<file path="config.mk">
export PLATFORM = sky130hd
export DESIGN_NAME = qblock_anim_ctrl
export DESIGN_NICKNAME = d
export VERILOG_FILES = /design/src/rtl/qblock_pkg.sv /design/src/rtl/frame_tick_det.sv /design/src/rtl/qblock_anim_ctrl.sv
export SDC_FILE = /design/constraint.sdc
export NUM_CORES = 1
export LEC_CHECK = 0
export ABC_CLOCK_PERIOD_IN_PS = 2540
export CAP_MARGIN = 20
export CORE_MARGIN = 4
export CORE_UTILIZATION = 40
export DETAILED_ROUTE_END_ITERATION = 16
export PLACE_DENSITY = 0.72
export SLEW_MARGIN = 20
export SYNTH_ARGS = -nofsm -noshare
export SYNTH_HDL_FRONTEND = slang
export SYNTH_SLANG_ARGS = --single-unit
</file>
<file path="constraint.sdc">
create_clock -name Clk -period 2.54 [get_ports Clk]
set_input_delay 0.508 -clock Clk [delete_from_list [all_inputs] [get_ports Clk]]
set_output_delay 0.508 -clock Clk [all_outputs]
set_load 0.005 [all_outputs]
</file>
<file path="src/rtl/qblock_pkg.sv">
// Shared types and constants for the question-block animation controller.
package qblock_pkg;

  typedef enum logic [1:0] {
    BLINK     = 2'd0,
    BUMP_UP   = 2'd1,
    BUMP_DOWN = 2'd2,
    USED      = 2'd3
  } qblock_state_t;

  localparam int unsigned SPRITE_W      = 20;
  localparam int unsigned SPRITE_H      = 20;
  localparam int unsigned SPRITE_PIXELS = 400;
  localparam int unsigned ADDR_W        = $clog2(SPRITE_PIXELS);

  localparam logic [1:0] FRAME_USED = 2'd3;

  // Blink sequence 0,1,2,1 packed with entry 0 in the low bits.
  localparam logic [7:0] BLINK_SEQ = {2'd1, 2'd2, 2'd1, 2'd0};

  // Sprite frame shown at a given blink sequence index.
  function automatic logic [1:0] blink_frame(input logic [1:0] idx);
    return BLINK_SEQ[{idx, 1'b0} +: 2];
  endfunction

endpackage

</file>
<file path="src/rtl/frame_tick_det.sv">
// Rising-edge detector turning the frame_clk level into a one-cycle tick.
module frame_tick_det (
  input  logic Clk,
  input  logic Reset,
  input  logic frame_clk,
  output logic tick_c
);

  logic frame_clk_q;

  // Previous frame_clk level; cleared by reset so a rise is seen fresh.
  always_ff @(posedge Clk) begin
    if (Reset) frame_clk_q <= 1'b0;
    else       frame_clk_q <= frame_clk;
  end

  assign tick_c = frame_clk & ~frame_clk_q;

endmodule

</file>
<file path="src/rtl/qblock_anim_ctrl.sv">
// Question-block animation controller: blink cycle, hit bump, spent state,
// and sprite ROM address generation.
// Optional feature macro: QBLOCK_BUMP_EN (bump animation on hit).
module qblock_anim_ctrl
  import qblock_pkg::*;
#(
  parameter int unsigned HOLD_FRAMES = 8,
  parameter int unsigned BUMP_HEIGHT = 8
) (
  input  logic              Clk,
  input  logic              Reset,
  input  logic              frame_clk,
  input  logic              hit,
  input  logic              in_block,
  input  logic [4:0]        pix_x,
  input  logic [4:0]        pix_y,
  output logic [ADDR_W-1:0] read_address,
  output logic              addr_valid,
  output logic [1:0]        frame_sel,
  output logic [3:0]        bump_dy,
  output logic              used,
  output logic              busy
);

  localparam logic [7:0] HOLD_LAST = 8'(HOLD_FRAMES - 1);

  // Reject parameter values the counters cannot represent.
  if (HOLD_FRAMES < 1 || HOLD_FRAMES > 255 || BUMP_HEIGHT < 1 || BUMP_HEIGHT > 15) begin : g_param_check
    $error("qblock_anim_ctrl: HOLD_FRAMES or BUMP_HEIGHT out of range");
  end

  logic tick_c;

  frame_tick_det u_tick (
    .Clk       (Clk),
    .Reset     (Reset),
    .frame_clk (frame_clk),
    .tick_c    (tick_c)
  );

  // Address path: row-major index into the 20x20 sprite.
  logic              in_range_c;
  logic [ADDR_W-1:0] addr_c;

  assign in_range_c = in_block && (pix_x < 5'(SPRITE_W)) && (pix_y < 5'(SPRITE_H));
  assign addr_c     = ADDR_W'(pix_y) * ADDR_W'(SPRITE_W) + ADDR_W'(pix_x);

  // Registered sprite address with validity flag.
  always_ff @(posedge Clk) begin
    if (Reset) begin
      read_address <= '0;
      addr_valid   <= 1'b0;
    end else if (in_range_c) begin
      read_address <= addr_c;
      addr_valid   <= 1'b1;
    end else begin
      read_address <= '0;
      addr_valid   <= 1'b0;
    end
  end

  qblock_state_t state_q, state_d;
  logic [7:0]    hold_q, hold_d;
  logic [1:0]    idx_q, idx_d;
  logic [1:0]    frame_sel_q, frame_sel_d;
  logic          used_q, used_d;

`ifdef QBLOCK_BUMP_EN
  localparam logic [3:0] BUMP_LAST = 4'(BUMP_HEIGHT - 1);

  logic [3:0] dy_q, dy_d;
  logic       busy_q, busy_d;

  // Bump offset and busy registers.
  always_ff @(posedge Clk) begin
    if (Reset) begin
      dy_q   <= 4'd0;
      busy_q <= 1'b0;
    end else begin
      dy_q   <= dy_d;
      busy_q <= busy_d;
    end
  end

  assign bump_dy = dy_q;
  assign busy    = busy_q;
`else
  assign bump_dy = 4'd0;
  assign busy    = 1'b0;
`endif

  // State, blink counters and registered outputs.
  always_ff @(posedge Clk) begin
    if (Reset) begin
      state_q     <= BLINK;
      hold_q      <= 8'd0;
      idx_q       <= 2'd0;
      frame_sel_q <= 2'd0;
      used_q      <= 1'b0;
    end else begin
      state_q     <= state_d;
      hold_q      <= hold_d;
      idx_q       <= idx_d;
      frame_sel_q <= frame_sel_d;
      used_q      <= used_d;
    end
  end

  // Next-state and next-output logic; a hit in BLINK beats a coincident tick.
  always_comb begin
    state_d     = state_q;
    hold_d      = hold_q;
    idx_d       = idx_q;
    frame_sel_d = frame_sel_q;
    used_d      = used_q;
`ifdef QBLOCK_BUMP_EN
    dy_d        = dy_q;
    busy_d      = busy_q;
`endif

    case (state_q)
      BLINK: begin
        if (hit) begin
          frame_sel_d = FRAME_USED;
`ifdef QBLOCK_BUMP_EN
          state_d     = BUMP_UP;
          dy_d        = 4'd0;
          busy_d      = 1'b1;
`else
          state_d     = USED;
          used_d      = 1'b1;
`endif
        end else if (tick_c) begin
          if (hold_q >= HOLD_LAST) begin
            hold_d = 8'd0;
            idx_d  = idx_q + 2'd1;
          end else begin
            hold_d = hold_q + 8'd1;
          end
          frame_sel_d = blink_frame(idx_d);
        end
      end
`ifdef QBLOCK_BUMP_EN
      BUMP_UP: begin
        if (tick_c) begin
          if (dy_q >= BUMP_LAST) begin
            dy_d    = 4'(BUMP_HEIGHT);
            state_d = BUMP_DOWN;
          end else begin
            dy_d    = dy_q + 4'd1;
          end
        end
      end
      BUMP_DOWN: begin
        if (tick_c) begin
          if (dy_q <= 4'd1) begin
            dy_d    = 4'd0;
            busy_d  = 1'b0;
            used_d  = 1'b1;
            state_d = USED;
          end else begin
            dy_d    = dy_q - 4'd1;
          end
        end
      end
`endif
      USED: begin
        frame_sel_d = FRAME_USED;
        used_d      = 1'b1;
      end
      default: begin
        state_d = BLINK;
      end
    endcase
  end

  assign frame_sel = frame_sel_q;
  assign used      = used_q;

endmodule

</file>
; ---- Word-level counts from Yosys, hierarchy flattened
; Index checks and enable logic that the tools add are counted.
[totals]
ff_bits = 26
in_bits = 15
word_cells = 46
[classes]
add_sub_neg = 3
n_mul = 1
n_lt_le_gt_ge = 3
eq_ne = 3
n_shift = 1
mux = 13
bitwise_logic = 5
reduce_logical = 9
[op_table]
columns = cell, count
row1 = 2-bit 2-to-1 mux, 7
row2 = 5-bit less-than comparator (second input constant), 2
row3 = 9-bit by 5-bit adder with 9-bit output, 1
row4 = 8-bit by 1-bit adder with 8-bit output (second input constant), 1
row5 = 8-bit by 3-bit >= comparator with 1-bit output (second input constant), 1
row6 = 8-bit 2-to-1 mux, 1
row7 = 2-bit case mux with 2 select lines, 2
row8 = 8-bit by 4-bit variable part select with 2-bit output (first input constant), 1
row9 = 5-bit by 3-bit multiplier with 7-bit output (second input constant), 1
row10 = 2-bit AND reduction, 3
row11 = 1-bit inverter, 4
row12 = 3-bit != test (second input constant), 1
row13 = 3-bit AND reduction, 1
row14 = 2-bit by 1-bit adder with 2-bit output (second input constant), 1
row15 = 2-bit equality test (second input constant), 1
row16 = 1-bit logical AND, 2
row17 = 2-bit zero test, 1
row18 = 1-bit 2-to-1 mux, 2
row19 = 2-bit != test (second input constant), 1
row20 = 1-bit case mux with 2 select lines, 1
row21 = 2-bit nonzero test, 1
row22 = 2-bit OR reduction, 1
row23 = 1-bit bitwise AND, 1

; ---- Logic depth before layout (Yosys ltp)
; Gate-level depths: netlist of the first run.
[logic_depth]
ltp_word = 9
mapped_depth = 7
ltp_nobuf = 7

; ---- By module
; From an unflattened synthesis of the first run, not the netlist that was laid out.
[hier_totals]
cells_unflattened = 122
area_unflattened_um2 = 1223.7
[by_module_without_submodules]
columns = module, instances, cells_each, area_each_um2, seq_area_each_um2
row1 = qblock_anim_ctrl, 1, 119, 1176.1, 480.5
row2 = frame_tick_det, 1, 3, 47.5, 20.0

; ---- Worst setup path after synthesis of the first run
; Ideal clock, no wire load.
[synth_path]
kind = input-to-reg
startpoint = in pix_y[1]
endpoint = reg read_address[8]
arrival_ns = 2.192
required_time_ns = 2.425
slack_ns = 0.233
cell_stages = 7
path_buffers = 0
path_cell_list = ha_1 -> ha_1 -> fa_1 -> xor2_1 -> nand4_1 -> xor3_1 -> and2_1
[synth_via]
elab_chain_cells = 4
[synth_rtl]
columns = item, line
row1 = from (decl), qblock_anim_ctrl.sv:16  ; input logic [4:0] pix_y,
row2 = branches (longest 4 deep; another with 9-bit by 5-bit adder with 9-bit output), --
row3 = to (signal assigned), qblock_anim_ctrl.sv:54  ; read_address <= addr_c;
row4 = to (decl), qblock_anim_ctrl.sv:17  ; output logic [ADDR_W-1:0] read_address,
; Several ways; the timed one is not identified.
; A chain may end at the register's enable or synchronous reset.

; ---- Final worst setup path of the first run
; Same ends and word-level chain as after synthesis.

==> out/qor.log, run 1 <==
INFO  worst_setup_path crit_fanout=2
INFO  clock_tree     path_clk_slew=0.14ns
INFO  sta            setup_violations=0
INFO  sta            timing.final.crit_period=2.45ns
INFO  finish         antenna_cells=0
INFO  route          finalWirelength=2.22mm
INFO  synth          ys_async_sr_fraction=0%
INFO  clock_tree     tritoncts_buffers=3
INFO  synth          synth_xor_area_share=8.50%
INFO  finish         seqCellArea=500um2
INFO  global_route   gr-usage-met3=2.88%
INFO  power          p_per_area=481mW/mm2
INFO  sta            min_period_over_period=96.4%
INFO  route          drt_drc_violations_left=0
INFO  synth          largest_family_of_logic_cells_by_synthesized_area=simple AND/OR/NAND/NOR gates
INFO  synth          syn-mean-instance-area=10.1um2
INFO  synth          ys_seq_elements=25
INFO  synth          number_of_flops_mapped_to_enable_cells_by_yosys=0
INFO  place          place.gp.congestion=0.755
INFO  floorplanning  fp.dieW=62.9um
INFO  synth          seq_area_frac_synth=41.5%
INFO  worst_setup_path end_kind=flop
INFO  global_route   pin_count_of_the_biggest_net_entering_global_routing=16
INFO  place          detailedPlacementHpwl=1.86mm
INFO  clock_tree     cts_buffer_depth=2
INFO  synth          synth.yosys.warnings=0
INFO  route          ant_nets=0
INFO  place          preCtsSetupSlack=-0.321ns
INFO  global_route   global_route.usage.total=11.7%
INFO  finish         final_nets=183
INFO  clock_tree     clock_sink_count=25
INFO  floorplanning  initial_core_util=42.7%
INFO  global_route   grt-ovfl-total=0
INFO  route          initialDrtViolationCount=23
INFO  route          routed_length_per_placed_instance=11.9um
INFO  worst_setup_path critical_path_class=in2reg
INFO  finish         fillers=255
INFO  synth          yosysTopAreaCellShare=41.5%
INFO  worst_setup_path cp.required=2.77ns
INFO  global_route   grt_pass1_vias=885
INFO  global_route   antenna_found_initial=0
INFO  synth          post_synth_and_or_nand_nor_area_fraction=19.8%
INFO  synth          netlist.top_cell.by_area=sky130_fd_sc_hd__dfxtp_1
INFO  synth          synth_compound_area_share=9.43%
INFO  place          placed_cells_incl_taps=182
INFO  floorplanning  core-area=0.00283mm2
INFO  finish         final_area=0.00157mm2
INFO  route          tritonroute_pass_1_iters=4
INFO  clock_tree     master_cell_of_the_clock_root_buffer=sky130_fd_sc_hd__clkbuf_4
INFO  synth          netlist_instances=120
INFO  synth          synthMuxAreaShare=0.829%
INFO  route          detail_route.vias_per_cell=4.94
INFO  floorplanning  num_rows=19
INFO  global_route   global_route.usage.met2=21.5%
INFO  sta            maxSlewViolCount=0
INFO  floorplanning  dieHeight=62.9um
INFO  run_status     outcome=completed
INFO  place          port-buffer-count=27
INFO  power          ir_worst_vdd=0.000236V
INFO  place          postPlaceCellArea=0.00153mm2
INFO  power          power.total=0.000753W
INFO  synth          synth_cell_types=37
INFO  synth          dominant_cell_by_count_in_the_synthesized_netlist=sky130_fd_sc_hd__dfxtp_1
INFO  route          detailroute.via_count=918
INFO  clock_tree     htree_num_levels=1
INFO  floorplanning  io_pins=33
INFO  clock_tree     cts_hold_buffers=0
INFO  sta            final_hold_viol_count=0
INFO  clock_tree     clock_insertion_delay_at_the_later_pin_of_the_skew_report=0.32ns
INFO  clock_tree     cts.repair.resized=0
INFO  synth          synth_adder_area_share=13.7%
INFO  finish         final_cell_count_no_fill=186
INFO  run            cap_violations=0
INFO  hold_path      hold_path_class=reg2reg
INFO  power          cellLeakagePower=0.672nW
INFO  synth          post_synth_main_area_contributors=sky130_fd_sc_hd__dfxtp_1 41%, sky130_fd_sc_hd__ha_1 10%, sky130_fd_sc_hd__nor2_1 5.3%, sky130_fd_sc_hd__and2_1 3.6%, sky130_fd_sc_hd__xnor2_1 3.6%
INFO  synth          mappedNetlistArea=0.00121mm2
INFO  synth          synthTopCellsByCount=25 x sky130_fd_sc_hd__dfxtp_1, 17 x sky130_fd_sc_hd__nor2_1, 10 x sky130_fd_sc_hd__ha_1, 7 x sky130_fd_sc_hd__and2_1
INFO  global_route   globalRoute.busiestLayer=met2
INFO  worst_setup_path cp_data_arrival_time=2.68ns
INFO  sta            fmax=0.408GHz
INFO  clock_tree     cts_tree=built
INFO  synth          ys_dominant_reg_cell=sky130_fd_sc_hd__dfxtp_1
INFO  finish         flow.area_growth_from_synthesis=29.7%
INFO  finish         fin_util=55.4%
INFO  finish         area_of_combinational_cells_with_multiple_inputs=659um2
INFO  global_route   wire_length_of_the_first_global_routing_pass=3.66mm
INFO  clock_tree     cts_post_setup_buffers_inserted=0
INFO  finish         drive_gt1_share=11.0%
INFO  global_route   groute.layer.met1.usage=11.9%
INFO  worst_setup_path start_kind=input pin
INFO  floorplanning  die_area=0.00396mm2
INFO  sta            worst_slack=0.0920ns
INFO  sta            finClkSkew=0.0124ns
==> critical path, stage by stage <==
cell and delay (ns):
sky130_fd_sc_hd__clkdlybuf4s50_1 0.42, sky130_fd_sc_hd__ha_1 0.30, sky130_fd_sc_hd__ha_1 0.23, sky130_fd_sc_hd__fa_2 0.38, sky130_fd_sc_hd__xor2_2 0.19, sky130_fd_sc_hd__nand4_1 0.13
sky130_fd_sc_hd__xor3_1 0.36, sky130_fd_sc_hd__and2_1 0.16
==> sequential cells by signal (all words and copies together) (netlist names) <==
name	cells
addr_valid	1
u_tick.frame_clk_q	1
idx_q	2
hold_q	8
used	1
state_q	1
frame_sel	2
read_address	9
==> worst paths after layout <==
check	from	endpoint	slack, ns	depth (start not counted)
worst max register to register	hold_q[5]	frame_sel[0]	0.78	4
worst min register to register	used	used	0.48	2
worst max-delay path	pix_y[1]	read_address[8]	0.09	8
worst min-delay path	used	used	0.48	2
==> per-stage QoR <==
step                hold WS [ns]  setup TNS (ns)
floorplan                  0.439               0
global placement           0.459          -0.235
detailed placement         0.463          -0.345
CTS                        0.493               0
global route               0.519        -0.00295
finish                     0.484               0
==> routing by layer <==
| metal | vias up | share of wire [%] |
|---|---|---|
| met5 | - | 0 |
| met2 | 22 | 55 |
| met1 | 419 | 40 |
| met3 | 4 | 4.4 |
| met4 | 0 | 0.50 |
| li1 | 473 | - |
==> cell type report <==
type	instances	share of cell area, %
inverter	2	0.479
timing repair buffer	35	21.1
tap	31	2.48
clock buffer	3	1.44
clock inverter	1	0.479
sequential	25	31.9
multi-input combinational	89	42.1
==> placed cells by master (no fill, tap or decap), types with 2 or more instances in the layout <==
cell,n
sky130_fd_sc_hd__nand3_1,3
sky130_fd_sc_hd__nor2_1,17
sky130_fd_sc_hd__dfxtp_1,25
sky130_fd_sc_hd__clkbuf_4,3
sky130_fd_sc_hd__conb_1,5
sky130_fd_sc_hd__a21oi_1,4
sky130_fd_sc_hd__nor3_1,2
sky130_fd_sc_hd__nand2_1,2
sky130_fd_sc_hd__xnor2_1,5
sky130_fd_sc_hd__a21o_1,4
sky130_fd_sc_hd__inv_1,2
sky130_fd_sc_hd__and2_1,7
sky130_fd_sc_hd__nand3b_1,2
sky130_fd_sc_hd__ha_1,10
sky130_fd_sc_hd__xor2_1,3
sky130_fd_sc_hd__o21ai_0,3
sky130_fd_sc_hd__clkdlybuf4s50_1,27
sky130_fd_sc_hd__nor3b_1,2
sky130_fd_sc_hd__buf_4,8
==> where the power goes <==
part           internal (W)  switching, W
Sequential         0.000406    0.00000537
Combinational     0.0000974     0.0000696
Clock             0.0000600      0.000115
==> cells by family (layout without fill, tap and decap cells) <==
| kind of cell | after synthesis | in the layout |
|---|---|---|
| buf+inv | 10 | 41 |
| xor+xnor | 10 | 10 |
| fa+ha+maj | 12 | 12 |
| mux | 1 | 1 |
| flops | 25 | 25 |
| other cells | 1 | 5 |
| compound gates | 17 | 17 |
| simple gates | 44 | 44 |
Power figures use the tool's default switching activity.
==> inputs of run 2 (changes only) <==
- SYNTH_HIERARCHICAL: not set -> 1
==> out/qor.log, run 2 <==
INFO  run_status     outcome=completed [unchanged]
INFO  synth          syn-mean-instance-area=10.0um2 [was 10.1 um2]
INFO  finish         drive_gt1_share=11.9% [was 11.0%]
INFO  sta            setup_violations=0 [unchanged]
INFO  power          p_per_area=469mW/mm2 [was 481 mW/mm2]
INFO  route          drt_drc_violations_left=0 [unchanged]
INFO  finish         antenna_cells=0 [unchanged]
INFO  route          finalWirelength=2.40mm [was 2.22 mm]
INFO  route          tritonroute_pass_1_iters=4 [unchanged]
INFO  global_route   global_route.usage.total=13.0% [was 11.7%]
INFO  worst_setup_path critical_path_class=in2reg [unchanged]
INFO  global_route   globalRoute.busiestLayer=met2 [unchanged]
INFO  worst_setup_path cpPeakStageDelay=0.49ns [was 0.42 ns]
INFO  clock_tree     tritoncts_buffers=3 [unchanged]
INFO  clock_tree     cts_buffer_depth=2 [unchanged]
INFO  clock_tree     clock_sink_count=25 [unchanged]
INFO  hold_path      hold_path_class=reg2reg [unchanged]
INFO  clock_tree     htree_num_levels=1 [unchanged]
INFO  finish         largest_register_ffs=9 [unchanged]
INFO  sta            maxSlewViolCount=0 [unchanged]
INFO  route          routed_length_per_placed_instance=12.6um [was 11.9 um]
INFO  global_route   grt-ovfl-total=0 [unchanged]
INFO  synth          synth_cell_types=36 [was 37]
INFO  finish         final_nets=188 [was 183]
INFO  synth          yosysTopAreaCellShare=40.9% [was 41.5%]
INFO  floorplanning  num_rows=19 [unchanged]
INFO  route          ant_nets=0 [unchanged]
INFO  global_route   wire_length_of_the_first_global_routing_pass=4.25mm [was 3.66 mm]
INFO  global_route   antenna_found_initial=0 [unchanged]
INFO  worst_setup_path critical_path.cell_chain=clkdlybuf4s50_1, ha_1, ha_2, fa_1, xor2_1, nand4_1, xor3_1, and2_1 [was clkdlybuf4s50_1, ha_1, ha_1, fa_2, xor2_2, nand4_1, xor3_1, and2_1]
INFO  finish         layout_commonest_cell=sky130_fd_sc_hd__clkdlybuf4s50_1 [unchanged]
INFO  worst_setup_path cp_slowest_cell=sky130_fd_sc_hd__clkdlybuf4s50_1 [unchanged]
INFO  floorplanning  io_pins=33 [unchanged]
INFO  place          postPlaceCellArea=0.00157mm2 [was 0.00153 mm2]
INFO  power          power.internal=0.000565W [was 0.000563 W]
INFO  worst_setup_path end_kind=flop [unchanged]
INFO  global_route   pin_count_of_the_biggest_net_entering_global_routing=15 [was 16]
INFO  sta            timing.final.crit_period=2.28ns [was 2.45 ns]
INFO  finish         max_flop_register=read_address [unchanged]
INFO  synth          seq_area_frac_synth=40.9% [was 41.5%]
INFO  route          detail_route.vias_per_cell=5.10 [was 4.94]
INFO  synth          dominant_cell_by_count_in_the_synthesized_netlist=sky130_fd_sc_hd__dfxtp_1 [unchanged]
INFO  clock_tree     clock_insertion_delay_at_the_later_pin_of_the_skew_report=0.31ns [was 0.32 ns]
INFO  worst_setup_path crit_family=adder cells [unchanged]
INFO  synth          ys_dominant_reg_cell=sky130_fd_sc_hd__dfxtp_1 [unchanged]
INFO  power          netSwitchingPower=0.000187W [was 0.000190 W]
INFO  worst_setup_path cp.required=2.75ns [was 2.77 ns]
INFO  finish         final_area=0.00160mm2 [was 0.00157 mm2]
INFO  sta            grt_setup_unrepaired=false
INFO  sta            finClkSkew=0.00899ns [was 0.0124 ns]
INFO  global_route   global_route.usage.met2=24.5% [was 21.5%]
INFO  synth          post_synth_main_area_contributors=sky130_fd_sc_hd__dfxtp_1 41%, sky130_fd_sc_hd__ha_1 10%, sky130_fd_sc_hd__nor2_1 5.5%, sky130_fd_sc_hd__xor2_1 3.6%, sky130_fd_sc_hd__fa_1 3.3% [was sky130_fd_sc_hd__dfxtp_1 41%, sky130_fd_sc_hd__ha_1 10%, sky130_fd_sc_hd__nor2_1 5.3%, sky130_fd_sc_hd__and2_1 3.6%, sky130_fd_sc_hd__xnor2_1 3.6%]
INFO  sta            final_hold_viol_count=0 [unchanged]
INFO  route          initialDrtViolationCount=34 [was 23]
INFO  power          cellLeakagePower=0.723nW [was 0.672 nW]
INFO  worst_setup_path reg2reg_setup_slack=0.91ns [was 0.78 ns]
INFO  floorplanning  die_area=0.00401mm2 [was 0.00396 mm2]
INFO  finish         most_frequent_cells_in_the_layout=27 x sky130_fd_sc_hd__clkdlybuf4s50_1, 25 x sky130_fd_sc_hd__dfxtp_1, 18 x sky130_fd_sc_hd__nor2_1, 9 x sky130_fd_sc_hd__ha_1, 9 x sky130_fd_sc_hd__buf_4 [was 27 x sky130_fd_sc_hd__clkdlybuf4s50_1, 25 x sky130_fd_sc_hd__dfxtp_1, 17 x sky130_fd_sc_hd__nor2_1, 10 x sky130_fd_sc_hd__ha_1, 8 x sky130_fd_sc_hd__buf_4]
INFO  clock_tree     cts_hold_buffers=0 [unchanged]
INFO  power          fraction_of_power_consumed_by_sequential_logic=54.8% [was 54.6%]
INFO  place          place.gp.congestion=0.845 [was 0.755]
INFO  power          switching_share=24.9% [was 25.2%]
INFO  power          comb_power_share=22.7% [was 22.2%]
INFO  place          port-buffer-count=27 [unchanged]
INFO  clock_tree     path_clk_slew=0.13ns [was 0.14 ns]
INFO  synth          synth.yosys.warnings=6 [was 0]
INFO  synth          netlist.top_cell.by_area=sky130_fd_sc_hd__dfxtp_1 [unchanged]
INFO  worst_setup_path crit_fanout=2 [unchanged]
INFO  sta            min_period_over_period=89.7% [was 96.4%]
INFO  clock_tree     master_cell_of_the_clock_root_buffer=sky130_fd_sc_hd__clkbuf_4 [unchanged]
INFO  global_route   grt_pass1_vias=1031 [was 885]
INFO  worst_setup_path cp_data_arrival_time=2.49ns [was 2.68 ns]
INFO  worst_setup_path worst-path-buf-inv=1 [unchanged]
INFO  worst_setup_path start_kind=input pin [unchanged]
INFO  floorplanning  initial_core_util=43.3% [was 42.7%]
INFO  finish         flow.area_growth_from_synthesis=31.1% [was 29.7%]
INFO  run            cap_violations=0 [unchanged]
INFO  route          detailroute.via_count=974 [was 918]
INFO  power          clockPowerShare=22.5% [was 23.2%]
INFO  floorplanning  dieHeight=63.3um [was 62.9 um]
INFO  floorplanning  core-area=0.00283mm2 [unchanged]
INFO  clock_tree     cts_tree=built [unchanged]
INFO  synth          number_of_flops_mapped_to_enable_cells_by_yosys=0 [unchanged]
INFO  power          ir_worst_vdd=0.000248V [was 0.000236 V]
INFO  synth          ys_seq_elements=25 [unchanged]
INFO  global_route   gr-usage-met3=2.66% [was 2.88%]
INFO  place          detailedPlacementHpwl=2.05mm [was 1.86 mm]
INFO  synth          ys_async_sr_fraction=0% [unchanged]
INFO  synth          mappedNetlistArea=0.00122mm2 [was 0.00121 mm2]
INFO  power          power.total=0.000752W [was 0.000753 W]
INFO  finish         reg.largest.list=read_address: 9 flops, hold_q: 8 flops [unchanged]
INFO  global_route   groute.layer.met1.usage=13.9% [was 11.9%]
INFO  sta            fmax=0.439GHz [was 0.408 GHz]
INFO  synth          synthTopCellsByCount=25 x sky130_fd_sc_hd__dfxtp_1, 18 x sky130_fd_sc_hd__nor2_1, 10 x sky130_fd_sc_hd__ha_1, 6 x sky130_fd_sc_hd__and2_1 [was 25 x sky130_fd_sc_hd__dfxtp_1, 17 x sky130_fd_sc_hd__nor2_1, 10 x sky130_fd_sc_hd__ha_1, 7 x sky130_fd_sc_hd__and2_1]
INFO  synth          netlist_instances=122 [was 120]
INFO  floorplanning  fp.dieW=63.3um [was 62.9 um]
run 2: cell count changes after synthesis, moves of 2 or more:
cell	delta
sky130_fd_sc_hd__a31oi_1	+2
sky130_fd_sc_hd__buf_6	-2
sky130_fd_sc_hd__nand3b_1	-2
sky130_fd_sc_hd__nor2b_4	+2
run 2: layout make-up:
class | count | area, um2
Clock buffer | 3 | 22.5
Sequential cell | 25 | 500
Clock inverter | 1 | 5.00
Tap cell | 31 | 38.8
Multi-Input combinational cell | 94 | 696
Fill cell | 269 | 1220
Inverter | 1 | 3.75
Timing Repair Buffer | 36 | 338
run 2: timing repair:
action | 4_1_cts | 5_1_grt
gates resized for setup | 0 | 1
buffers inserted | 0 | 0
hold endpoints to repair | 0 | 0
endpoints found under the setup margin | 0 | 1
run 2: worst paths after layout:
check	from	endpoint	depth (start not counted)
setup / recovery	pix_y[3]	read_address[8]	8
hold / removal	frame_sel[0]	frame_sel[0]	2
setup reg to reg	hold_q[6]	frame_sel[1]	4
hold reg to reg	frame_sel[0]	frame_sel[0]	2
run 2: logic make-up after synthesis:
family	Yosys count	synth area share [%]
multiplexers	2	1.64
AND/OR/NAND/NOR	45	20.9
XOR/XNOR	10	8.38
flip-flops	25	40.9
adder cells (fa/ha/maj)	12	13.5
AO/OA/AOI/OAI	20	10.7
buffers and inverters	7	3.68
other	1	0.306
run 2: power by group through the flow:
stage	logic [W]	registers (W)	clock network, W
3_3_place_gp	0.000165	0.000421	0
3_5_place_dp	0.000170	0.000421	0
2_1_floorplan	0.0000908	0.000422	0
4_1_cts	0.000172	0.000413	0.000179
6_report	0.000171	0.000412	0.000169
5_1_grt	0.000191	0.000414	0.000195
run 2: stage by stage:
step / instances / worst slack (ns) / hold WS, ns / util, % / setup TNS, ns
CTS: 191 / 0.0623 / 0.507 / 56.6 / 0
global placement: 187 / -0.220 / 0.461 / 55.6 / -0.223
detailed placement: 187 / -0.279 / 0.487 / 55.6 / -0.367
floorplan: 126 / 0.233 / 0.461 / - / 0
finish: 191 / 0.261 / 0.503 / 56.7 / 0
global route: 191 / 0.174 / 0.549 / 56.7 / 0
run 2: worst min-delay path, stage by stage, from the launching register on:
cell and delay [ns]:
sky130_fd_sc_hd__dfxtp_1 0.33, sky130_fd_sc_hd__nand2b_1 0.06, sky130_fd_sc_hd__a31oi_1 0.07
run 2: per-layer routing:
| metal | routed length [um] | vias up |
|---|---|---|
| met5 | 0 | - |
| met4 | 59 | 0 |
| met3 | 84 | 6 |
| met2 | 1240 | 21 |
| met1 | 1010 | 456 |
| li1 | - | 491 |
==> inputs of run 3 (changes only) <==
- SKIP_CTS_REPAIR_TIMING: not set -> 1
==> results of run 3 <==
Same layout as run 2: the final DEF is identical, and so are final timing and power.
